==> config.mk <==
export PLATFORM = sky130hd
export DESIGN_NAME = tx_arp_resolver
export DESIGN_NICKNAME = d
export VERILOG_FILES = /design/src/rtl/tx_arp_resolver.sv
export SDC_FILE = /design/constraint.sdc
export NUM_CORES = 1
export LEC_CHECK = 0
export ABC_AREA = 0
export ABC_CLOCK_PERIOD_IN_PS = 2800
export CORE_ASPECT_RATIO = 1.2
export CORE_MARGIN = 2
export CORE_UTILIZATION = 35
export CTS_CLUSTER_SIZE = 28
export DETAILED_ROUTE_END_ITERATION = 8
export HOLD_SLACK_MARGIN = 0.05
export SLEW_MARGIN = 15
export SYNTH_ARGS = -nofsm -noshare
export SYNTH_HDL_FRONTEND = slang
export SYNTH_SLANG_ARGS = --single-unit
==> constraint.sdc <==
create_clock -name sys_clk -period 2.8 [get_ports sys_clk]
set_input_delay 0.42 -clock sys_clk [delete_from_list [all_inputs] [get_ports sys_clk]]
set_output_delay 0.42 -clock sys_clk [all_outputs]
set_load 0.005 [all_outputs]
==> src/rtl/tx_arp_resolver.sv <==
// ARP front end for the XGMII port-0 test-frame generator: resolves the gateway MAC,
// retrying on timeout, then hands it to the generator and enables IPv4 test traffic.
module tx_arp_resolver #(
    parameter int unsigned TIMEOUT_CYCLES = 156250,
    parameter int unsigned MAX_RETRY      = 3,
    parameter logic [47:0] DEFAULT_MAC    = 48'hffffffffffff
) (
    input  logic        sys_clk,
    input  logic        sys_rst,
    input  logic        tx_enable,
    input  logic        req_arp,
    input  logic [31:0] gw_ip,
    input  logic [31:0] src_ip,
    input  logic [63:0] xgmii_rxd,
    input  logic [7:0]  xgmii_rxc,
    output logic        arp_tx_req,
    input  logic        arp_tx_ack,
    output logic [47:0] dst_mac,
    output logic        arp_resolved,
    output logic        v4_send_en,
    output logic        arp_fail,
    output logic [7:0]  arp_retry_count
);

    typedef enum logic [2:0] {StIdle, StReq, StWait, StResolved, StFail} state_t;

    localparam logic [7:0]  MaxRetry  = 8'(MAX_RETRY);
    localparam logic [31:0] TimerLoad = 32'(TIMEOUT_CYCLES - 1);

    state_t      state;
    logic [31:0] timer;

    // Parser: word_idx 0 = hunting for a start word, 1..6 = next expected frame word.
    logic [2:0]  word_idx;
    logic [47:0] sender_mac;
    logic        reply_valid;
    logic        is_start;
    logic        word_ok;

    assign is_start = (xgmii_rxc == 8'h01) && (xgmii_rxd[7:0] == 8'hfb);

    always_comb begin
        word_ok = (xgmii_rxc == 8'h00);
        case (word_idx)
            3'd2: word_ok = word_ok && (xgmii_rxd[39:32] == 8'h08)
                                    && (xgmii_rxd[47:40] == 8'h06);
            3'd3: word_ok = word_ok && (xgmii_rxd[39:32] == 8'h00)
                                    && (xgmii_rxd[47:40] == 8'h02);
            3'd4: word_ok = word_ok && (xgmii_rxd[39:32] == gw_ip[31:24])
                                    && (xgmii_rxd[47:40] == gw_ip[23:16])
                                    && (xgmii_rxd[55:48] == gw_ip[15:8])
                                    && (xgmii_rxd[63:56] == gw_ip[7:0]);
            3'd5: word_ok = word_ok && (xgmii_rxd[55:48] == src_ip[31:24])
                                    && (xgmii_rxd[63:56] == src_ip[23:16]);
            3'd6: word_ok = word_ok && (xgmii_rxd[7:0] == src_ip[15:8])
                                    && (xgmii_rxd[15:8] == src_ip[7:0]);
            default: ;
        endcase
    end

    always_ff @(posedge sys_clk) begin
        if (sys_rst) begin
            word_idx    <= 3'd0;
            sender_mac  <= '0;
            reply_valid <= 1'b0;
        end else begin
            reply_valid <= 1'b0;
            if (is_start) begin
                word_idx <= 3'd1;
            end else if (word_idx != 3'd0) begin
                if (!word_ok) begin
                    word_idx <= 3'd0;
                end else if (word_idx == 3'd6) begin
                    word_idx    <= 3'd0;
                    reply_valid <= 1'b1;
                end else begin
                    word_idx <= word_idx + 3'd1;
                end
                if (word_idx == 3'd3) begin
                    sender_mac[47:32] <= {xgmii_rxd[55:48], xgmii_rxd[63:56]};
                end
                if (word_idx == 3'd4) begin
                    sender_mac[31:0] <= {xgmii_rxd[7:0], xgmii_rxd[15:8],
                                         xgmii_rxd[23:16], xgmii_rxd[31:24]};
                end
            end
        end
    end

    always_ff @(posedge sys_clk) begin
        if (sys_rst) begin
            state           <= StIdle;
            timer           <= '0;
            dst_mac         <= DEFAULT_MAC;
            arp_tx_req      <= 1'b0;
            arp_resolved    <= 1'b0;
            v4_send_en      <= 1'b0;
            arp_fail        <= 1'b0;
            arp_retry_count <= '0;
        end else if (!tx_enable) begin
            // Abort from anywhere; the resolved MAC and retry count stay visible.
            state        <= StIdle;
            arp_tx_req   <= 1'b0;
            arp_resolved <= 1'b0;
            v4_send_en   <= 1'b0;
            arp_fail     <= 1'b0;
        end else begin
            case (state)
                StIdle: begin
                    if (req_arp) begin
                        state           <= StReq;
                        arp_tx_req      <= 1'b1;
                        arp_retry_count <= '0;
                    end else begin
                        state        <= StResolved;
                        arp_resolved <= 1'b1;
                        v4_send_en   <= 1'b1;
                    end
                end
                StReq: begin
                    if (arp_tx_ack) begin
                        state      <= StWait;
                        arp_tx_req <= 1'b0;
                        timer      <= TimerLoad;
                    end
                end
                StWait: begin
                    // A reply arriving on the timeout cycle still wins.
                    if (reply_valid) begin
                        dst_mac      <= sender_mac;
                        state        <= StResolved;
                        arp_resolved <= 1'b1;
                        v4_send_en   <= 1'b1;
                    end else if (timer == 32'd0) begin
                        if (arp_retry_count >= MaxRetry) begin
                            state    <= StFail;
                            arp_fail <= 1'b1;
                        end else begin
                            arp_retry_count <= arp_retry_count + 8'd1;
                            state           <= StReq;
                            arp_tx_req      <= 1'b1;
                        end
                    end else begin
                        timer <= timer - 32'd1;
                    end
                end
                StResolved, StFail: ;
                default: state <= StIdle;
            endcase
        end
    end

endmodule
# ---- Word level (Yosys, flattened, before mapping)
# Cells that the tools add are included.
dict set report word_totals {
  out_inout_bits 60
  ram_bits 0
  inputBits 141
  mem_count 0
  mem_bits_ro 0
  ff_bits 146
  word_cells 118
  latchBits 0
}
dict set report op_classes {
  div 0
  multipliers 0
  n_bitwise 6
  shift 0
  n_reduce_logical 35
  n_eq_ne 31
  magnitude_cmp 1
  n_mux 30
  addsub 3
}
# operator n
set ops {}
lappend ops {{2-to-1 mux 32 bit} 3}
lappend ops {{== test 8 bit} 8}
lappend ops {{case mux 32 bit (2 select lines)} 1}
lappend ops {{zero test 32 bit} 1}
lappend ops {{2-to-1 mux 8 bit} 4}
lappend ops {{subtractor 32 x 1 -> 32 bit (second input constant)} 1}
lappend ops {{2-to-1 mux 3 bit} 6}
lappend ops {{zero test 8 bit} 2}
lappend ops {{inequality test 2 bit (second input constant)} 8}
lappend ops {{case mux 8 bit (2 select lines)} 1}
lappend ops {{AND reduction 3 bit} 5}
lappend ops {{logical AND 1 bit} 13}
lappend ops {{== test 3 x 2 -> 1 bit (second input constant)} 4}
lappend ops {{== test 3 bit (second input constant)} 4}
lappend ops {{case mux 3 bit (4 select lines)} 1}
lappend ops {{AND reduction 6 bit} 2}
lappend ops {{2-to-1 mux 1 bit} 10}
lappend ops {{adder 8 x 1 -> 8 bit (second input constant)} 1}
lappend ops {{== test 8 x 1 -> 1 bit (second input constant)} 1}
lappend ops {{== test 8 x 2 -> 1 bit (second input constant)} 1}
lappend ops {{== test 8 x 3 -> 1 bit (second input constant)} 1}
lappend ops {{== test 8 x 4 -> 1 bit (second input constant)} 1}
lappend ops {{== test 8 bit (second input constant)} 1}
lappend ops {{>= comparator 8 x 2 -> 1 bit (second input constant)} 1}
lappend ops {{other kinds (15)} 25}

# ---- Longest topological paths before layout
# Gate-level depths: netlist (run 1).
dict set report depth {
  ltp_word 9
  depth_mapped 9
  depth_no_buf 8
}

# ---- Worst setup path before layout (run 1)
# No wires, ideal clock.
dict set report synth_path {
  path_kind {reg-to-reg}
  from {register timer[19]}
  to {register timer[1]}
  setup_time_ps 101
  slack_ps 658
  t_arrival_ps 2041
  stages_incl_launch_ff 7
  required_ps 2699
  n_path_buf 1
  synth_period_minus_slack_ps 2142
  path_cell_list {dfxtp_1 -> or4_4 -> nor4_4 -> nand4b_2 -> clkbuf_1 -> a211o_1 -> o41ai_1}
}
dict set report synth_via {
  elab_chain_cells 3
}
# item line_no
set synth_rtl {}
lappend synth_rtl {{from (decl)} 31} ;# logic [31:0] timer;
lappend synth_rtl {{from (signal assigned)} 124} ;# timer <= TimerLoad;
lappend synth_rtl {{from (signal assigned)} 144} ;# timer <= timer - 32'd1;
lappend synth_rtl {{zero test 32 bit} 134} ;# end else if (timer == 32'd0) begin
lappend synth_rtl {{inequality test 2 bit (no line)} -}
lappend synth_rtl {{AND reduction 5 bit (no line)} -}
# No other way between the ends.
# A chain may end at the register's enable or synchronous reset.

# ---- Final worst setup path (run 1)
dict set report layout_path {
  from {register timer[19]}
  to {register arp_retry_count[4]}
}
dict set report layout_via {
  elab_chain_cells 3
}
# item line_no
set layout_rtl {}
lappend layout_rtl {{zero test 32 bit} 134}
lappend layout_rtl {{inequality test 2 bit (no line)} -}
lappend layout_rtl {{AND reduction 6 bit (no line)} -}
lappend layout_rtl {{to (signal assigned)} 139} ;# arp_retry_count <= arp_retry_count + 8'd1;
lappend layout_rtl {{to (decl)} 22} ;# output logic [7:0] arp_retry_count
# No other way between the ends.

==> reports/summary.md, run 1 <==
## Run status
- **status** completed

## Clocking
- **hold buffer count at cts** 0
- **CTS Buf Count** 17
- **insertion delay of the later-clocked pin in the worst-skew pair** 0.43 ns
- **number of H-tree levels** 4
- **number of setup buffers added after CTS** 0
- **clock tree from TritonCTS** done
- **clock sink count** 146
- **CTS Root Buffer Type** sky130_fd_sc_hd__clkbuf_16
- **Max clock buf depth** 2
- **clock-pin transition on the worst setup and hold timing paths** 0.07 ns
- **PostCTS Resize Cnt** 0

## Finish
- **share of post-route cells with drive strength above 1** 6.73%
- **Syn-to-layout area delta** 44.5%
- **final instance area** 0.00964 mm^2
- **leading cell types in the layout, fill and taps excluded** sky130_fd_sc_hd__clkdlybuf4s50_1, sky130_fd_sc_hd__nand2_1, sky130_fd_sc_hd__dfxtp_1
- **net count reported at finish** 1142
- **final standard cell utilization of the core** 51.3%
- **antenna cell count** 0
- **most common cell after layout, fill and taps aside** sky130_fd_sc_hd__clkdlybuf4s50_1
- **number of filler cells placed in the layout** 1799

## Critical path
- **crit path cell chain** or4_4, nor4_4, nand4b_1, a211oi_2, and4_1, o21a_1
- **CP Data Arrival Time** 2.74 ns
- **Crit path max-delay family** simple AND/OR/NAND/NOR gates
- **highest fanout seen on the critical path** 5
- **data required time of the critical path** 3.16 ns
- **delay of the slowest cell on the worst path** 0.59 ns
- **slowest library cell on the worst path** sky130_fd_sc_hd__or4_4
- **sum of buffers and inverters on the critical path** 0
- **Setup CP Type** reg2reg
- **Startpoint Class** flop
- **Worst Setup End Kind** flop

## Detailed routing
- **drt first-iter violations** 251
- **antenna-violating nets left** 0
- **average wire per cell in the routed design** 14.8 um
- **post-detailed-route via-to-cell ratio** 4.78
- **detailed-routing iteration count for the pre-antenna-repair pass** 5
- **WL final** 18.8 mm
- **count of vias placed by the detailed router** 6057
- **Remaining DRCs** 0

## Synthesis
- **Yosys cell types** 49
- **mux contribution to synthesized area** 2.55%
- **xor-xnor portion of the synthesized cell area** 12.3%
- **number of warnings printed during yosys synthesis** 0
- **Gate Count Post-Synth** 797
- **Post-Synth Adder-Cell Area** 0.563%
- **post-synthesis simple-gate area fraction** 31.1%
- **total standard cell area after synthesis** 0.00667 mm^2
- **number of nets in the synthesized netlist** 941
- **main combinational cell family by area after synthesis** simple AND/OR/NAND/NOR gates
- **Post-Synthesis Mean Instance Area** 8.37 um^2
- **part of the Yosys area used for sequential elements** 43.8%
- **number of synthesized register bits** 146
- **fraction of the mapped netlist area in compound gates** 6.59%

## Floorplan
- **Floorplan Core Area** 0.0188 mm^2
- **initial standard-cell utilization of the core** 35.5%
- **count of standard-cell rows** 55
- **count of pins on the block boundary** 201
- **floorplan die width** 130 um
- **die height** 155 um
- **Total Die Area** 0.0202 mm^2

## GRT
- **global-route total usage across every layer** 19.2%
- **global-route wire length before repair** 30.4 mm
- **grt ovf** 0
- **maximum number of pins on one net before global-route repair** 49
- **antenna violations before repair** 0
- **vias in the first global route** 5964

## Pwr
- **leak pwr** 3.70 nW
- **fraction of power consumed by combinational cells** 15.4%
- **Net Sw Frac** 26.6%
- **part of the total power dissipated in the clock network** 43.4%
- **Pint** 0.00384 W
- **power dissipated by switching net loads** 0.00140 W
- **part of the total power dissipated in sequential elements** 41.3%
- **maximum resistive drop on vdd** 0.388 mV
- **Power Dens Cells** 544 mW/mm^2

## STA
- **Pins Over Slew Limit** 0
- **post-route setup slack** 0.422 ns
- **final sum of negative setup slack** 0 ns
- **final worst clock skew** 0.0149 ns
- **actual transition at the worst max-transition pin** 1.04 ns
- **highest attainable clock frequency** 421 MHz
- **setup violation total in the final timing report** 0
- **number of hold violations in the final report** 0
- **Period minus WS final** 2.38 ns
- **RSZ-0062 raised after global routing** false
- **Rel. slew slack** 30.8%
- **fin crit share** 84.9%

## Placed design
- **I/O Buffers** 200
- **last weighted congestion value of the routability-driven placer** 0.799
- **cell area reported after detailed placement** 0.00904 mm^2
- **placed wire-length estimate** 14.0 mm
- **worst slack after detailed placement** 0.205 ns

## Min path
- **kind of path behind the tightest hold check** in2reg

## Job
- **Max Cap Viol** 0

stage by stage:
stage	instances	hold WS [ns]	power [W]
after detailed placement	1235	0.447	0.00302
after floorplan	797	0.436	0.00263
after CTS	1267	0.442	0.00529
final	1267	0.439	0.00524
after global routing	1267	0.457	0.00546
after global placement	1235	0.434	0.00301
cells by family (layout without fill, tap and decap cells):
group                    count (synthesis)  in the layout
AO/OA/AOI/OAI                           74             74
adder cells (fa/ha/maj)                  3              3
buffers and inverters                   51            265
AND/OR/NAND/NOR                        412            412
flip-flops                             146            146
multiplexers                            17             17
XOR/XNOR                                94             94
power by group through the flow:
stage          clock (W)  sequential, W  combinational, W
6_report         0.00227        0.00216          0.000804
5_1_grt          0.00241        0.00217          0.000884
4_1_cts          0.00232        0.00216          0.000814
3_5_place_dp           0        0.00221          0.000808
3_3_place_gp           0        0.00221          0.000807
2_1_floorplan          0        0.00220          0.000432
cell type report:
class	instances	area (um^2)	share of cell area, %
clock inverters	13	140	1.45
multi-input cells	600	3560	36.9
well taps	256	320	3.32
repair buffers	223	2210	22.9
inverters	10	37.5	0.389
clock buffers	19	453	4.70
flip-flops and latches	146	2920	30.3
state kept, by name, indices dropped and copies added, names as in the netlist:
register,count
arp_tx_req,1
timer,32
sender_mac,48
reply_valid,1
v4_send_en,1
arp_retry_count,8
word_idx,3
state,3
dst_mac,48
arp_fail,1
synth_stat cells (all sizes together):
library cell,number,area (um^2)
nand4b,4,41.3
and4,1,8.76
and2,7,43.8
nand4,15,93.8
a31oi,2,12.5
and4b,1,10.0
nor3b,5,37.5
or3b,2,17.5
a211oi,1,12.5
mux2i,17,170
o41ai,1,8.76
xor2,71,622
o32ai,1,8.76
nor3,18,90.1
nor2b,6,37.5
a41o,1,10.0
buf,3,17.5
or4,5,41.3
o22ai,1,6.26
o21a,3,22.5
nand3,18,90.1
or4b,1,10.0
or2,1,6.26
nor2,63,236
o221a,1,11.3
nor4,26,178
clkbuf,38,144
nand3b,55,413
a21oi,48,240
ha,3,37.5
o21ai,4,20.0
o31ai,3,22.5
o211ai,6,45.0
o21ba,1,10.0
a211o,1,8.76
and3b,1,8.76
and3,3,18.8
nand2,174,653
inv,10,37.5
dfxtp,146,2920
nand2b,5,31.3
xnor2,23,201
nor4b,1,8.76
worst reg2reg max path, delay by kind of cell (launching register included):
family           cells  cell delay [ns]
flip-flops           1             0.35
AO/OA/AOI/OAI        2             0.52
AND/OR/NAND/NOR      4             1.46
metal layers:
metal / up-vias / part of all wire, % / track usage [%]
met5: - / 0 / 0
met4: 0 / 1.3 / 5.68
met3: 16 / 5.3 / 5.61
met2: 149 / 49 / 31.6
met1: 2782 / 44 / 24.3
li1: 3110 / - / -
worst paths after layout:
kind              slack (ns)  cells after the start       from            endpoint
hold reg to reg         0.45                      2   arp_fail            arp_fail
setup / recovery        0.42                      6  timer[19]  arp_retry_count[4]
hold / removal          0.44                      2    sys_rst      sender_mac[19]
setup reg to reg        0.42                      6  timer[19]  arp_retry_count[4]
(Power assumes the default switching activity.)
==> run 2, diff against run 1 <==
--- a/config.mk
+++ b/config.mk
@@ -6,7 +6,7 @@
 export NUM_CORES = 1
 export LEC_CHECK = 0
 export ABC_AREA = 0
-export ABC_CLOCK_PERIOD_IN_PS = 2800
+export ABC_CLOCK_PERIOD_IN_PS = 2150
 export CORE_ASPECT_RATIO = 1.2
 export CORE_MARGIN = 2
 export CORE_UTILIZATION = 35
==> constraint.sdc (replaced) <==
create_clock -name sys_clk -period 2.15 [get_ports sys_clk]
set_input_delay 0.3225 -clock sys_clk [delete_from_list [all_inputs] [get_ports sys_clk]]
set_output_delay 0.3225 -clock sys_clk [all_outputs]
set_load 0.005 [all_outputs]
==> run 2 against run 1 <==
The run now ends with setup timing left. Combinational power grew 68%. Global-route usage grew 0.53 points. Power grew 35%. Sequential share of layout area shrank 1.9 points. Largest cell class unchanged. Highest routed layer is now met5.
==> reports/summary.md, run 2 (same netlist as run 1, synthesis figures left out) <==
## Pwr
- **maximum resistive drop on vdd** 0.581 mV
- **leak pwr** 4.05 nW
- **part of the total power dissipated in the clock network** 41.2%
- **Pint** 0.00530 W
- **Power Dens Cells** 686 mW/mm^2
- **part of the total power dissipated in sequential elements** 39.7%
- **power dissipated by switching net loads** 0.00177 W
- **fraction of power consumed by combinational cells** 19.1%
- **Net Sw Frac** 25.0%

## GRT
- **maximum number of pins on one net before global-route repair** 66
- **global-route total usage across every layer** 19.7%
- **grt ovf** 0
- **antenna violations before repair** 1
- **global-route wire length before repair** 31.2 mm
- **vias in the first global route** 6295

## Finish
- **leading registers by flop count** dst_mac: 48 flops, sender_mac: 48 flops, timer: 32 flops
- **most common cell after layout, fill and taps aside** sky130_fd_sc_hd__clkdlybuf4s50_1
- **net count reported at finish** 1207
- **multi-input logic area** 0.00369 mm^2
- **antenna cell count** 0
- **leading cell types in the layout, fill and taps excluded** sky130_fd_sc_hd__clkdlybuf4s50_1, sky130_fd_sc_hd__nand2_1, sky130_fd_sc_hd__dfxtp_1
- **final instance area** 0.0103 mm^2
- **number of standard cells in the final layout excluding fillers** 1330
- **Seq. cell area** 0.00293 mm^2
- **number of filler cells placed in the layout** 1755
- **Syn-to-layout area delta** 54.5%
- **share of post-route cells with drive strength above 1** 14.5%

## STA
- **number of hold violations in the final report** 0
- **RSZ-0062 raised after global routing** true
- **Period minus WS final** 2.19 ns
- **post-route setup slack** -0.0408 ns
- **setup violation total in the final timing report** 12
- **highest attainable clock frequency** 456 MHz
- **Pins Over Slew Limit** 0
- **Rel. slew slack** 56.4%
- **fin crit share** 102%
- **final worst clock skew** 0.0112 ns
- **actual transition at the worst max-transition pin** 0.650 ns

## Clocking
- **clock tree from TritonCTS** done
- **number of H-tree levels** 4
- **Max clock buf depth** 2
- **clock-pin transition on the worst setup and hold timing paths** 0.06 ns
- **clock sink count** 146
- **CTS Root Buffer Type** sky130_fd_sc_hd__clkbuf_16
- **insertion delay of the later-clocked pin in the worst-skew pair** 0.42 ns
- **CTS Buf Count** 17

## Critical path
- **data required time of the critical path** 2.44 ns
- **Setup CP Type** reg2reg
- **Startpoint Class** flop
- **CP Data Arrival Time** 2.48 ns
- **Worst Setup End Kind** flop
- **highest fanout seen on the critical path** 9

## Floorplan
- **initial standard-cell utilization of the core** 35.5%
- **Total Die Area** 0.0202 mm^2
- **count of standard-cell rows** 55
- **count of pins on the block boundary** 201
- **Floorplan Core Area** 0.0188 mm^2
- **die height** 155 um
- **floorplan die width** 130 um

## Detailed routing
- **average wire per cell in the routed design** 14.7 um
- **drt first-iter violations** 314
- **antenna-violating nets left** 0
- **post-detailed-route via-to-cell ratio** 4.78
- **WL final** 19.5 mm
- **detailed-routing iteration count for the pre-antenna-repair pass** 5
- **Remaining DRCs** 0
- **count of vias placed by the detailed router** 6354

## Placed design
- **number of cells in the design after placement** 1297
- **I/O Buffers** 200
- **last weighted congestion value of the routability-driven placer** 0.785
- **placed wire-length estimate** 14.4 mm
- **cell area reported after detailed placement** 0.00955 mm^2

## Min path
- **kind of path behind the tightest hold check** in2reg

## Job
- **Max Cap Viol** 0

## Run status
- **violated checks** setup timing
- **status** finished, violations left

-- run 2: cell types whose count changed in the layout (fill, tap and decap cells not counted), sizes merged --
cell      previous run  this run
clkbuf              19        22
clkinv               2         4
buf                 24        89
inv                 18        11
clkinvlp             2         1
bufinv               1         2
-- run 2: per-layer routing --
| layer | track usage [%] | part of all wire (%) | vias to the layer above |
|---|---|---|---|
| met5 | 0 | 0.067 | - |
| met4 | 4.76 | 1.2 | 2 |
| met3 | 6.46 | 5.4 | 17 |
| met2 | 34.1 | 50 | 142 |
| met1 | 23.5 | 43 | 2959 |
| li1 | - | - | 3234 |
-- run 2: layout make-up --
| class | instances | area share [%] |
|---|---|---|
| Clock buffer | 22 | 4.60 |
| Clock inverter | 8 | 1.01 |
| Tap cell | 256 | 3.11 |
| Inverter | 10 | 0.364 |
| Sequential cell | 146 | 28.4 |
| Timing Repair Buffer | 288 | 26.7 |
| Multi-Input combinational cell | 600 | 35.8 |
-- run 2: power by group through the flow --
stage | registers, W | clock network, W | logic (W)
6_report | 0.00281 | 0.00291 | 0.00135
5_1_grt | 0.00281 | 0.00309 | 0.00147
3_3_place_gp | 0.00286 | 0 | 0.00124
4_1_cts | 0.00280 | 0.00296 | 0.00127
2_1_floorplan | 0.00286 | 0 | 0.000563
3_5_place_dp | 0.00286 | 0 | 0.00124
-- run 2: final timing paths --
check                 startpoint              to  slack (ns)  depth (start not counted)
hold reg to reg   sender_mac[10]  sender_mac[10]        0.45                          2
hold / removal           sys_rst        timer[6]        0.29                          2
setup / recovery       timer[25]       timer[14]       -0.04                          9
setup reg to reg       timer[25]       timer[14]       -0.04                          9
-- run 2: metrics by stage --
| stage | power (W) | setup TNS, ns | hold WS (ns) | util (%) | setup WS (ns) |
|---|---|---|---|---|---|
| floorplan | 0.00342 | 0 | 0.436 | - | 0.00841 |
| CTS | 0.00703 | -0.601 | 0.273 | 54.1 | -0.0670 |
| global placement | 0.00410 | -11.05 | 0.433 | 50.8 | -0.312 |
| finish | 0.00707 | -0.248 | 0.287 | 54.8 | -0.0408 |
| detailed placement | 0.00411 | -12.53 | 0.446 | 50.8 | -0.341 |
| global route | 0.00737 | -2.82 | 0.307 | 54.8 | -0.145 |
-- run 2: repair_timing --
item | CTS | global route
buffers inserted | 1 | 1
setup endpoints to repair | 45 | 43
gates resized for setup | 8 | 28
gates cloned | 0 | 1
hold buffers | 0 | 0
pin swaps | 8 | 28
-- run 2: critical path, cell delays in order, from the launching register on --
cell and delay [ns]:
sky130_fd_sc_hd__dfxtp_2 0.31, sky130_fd_sc_hd__or4_4 0.55, sky130_fd_sc_hd__nor4_4 0.34, sky130_fd_sc_hd__buf_4 0.20
sky130_fd_sc_hd__buf_6 0.10, sky130_fd_sc_hd__a21oi_1 0.07, sky130_fd_sc_hd__buf_4 0.19, sky130_fd_sc_hd__nand2_1 0.08
sky130_fd_sc_hd__xor2_1 0.15, sky130_fd_sc_hd__a21oi_1 0.08
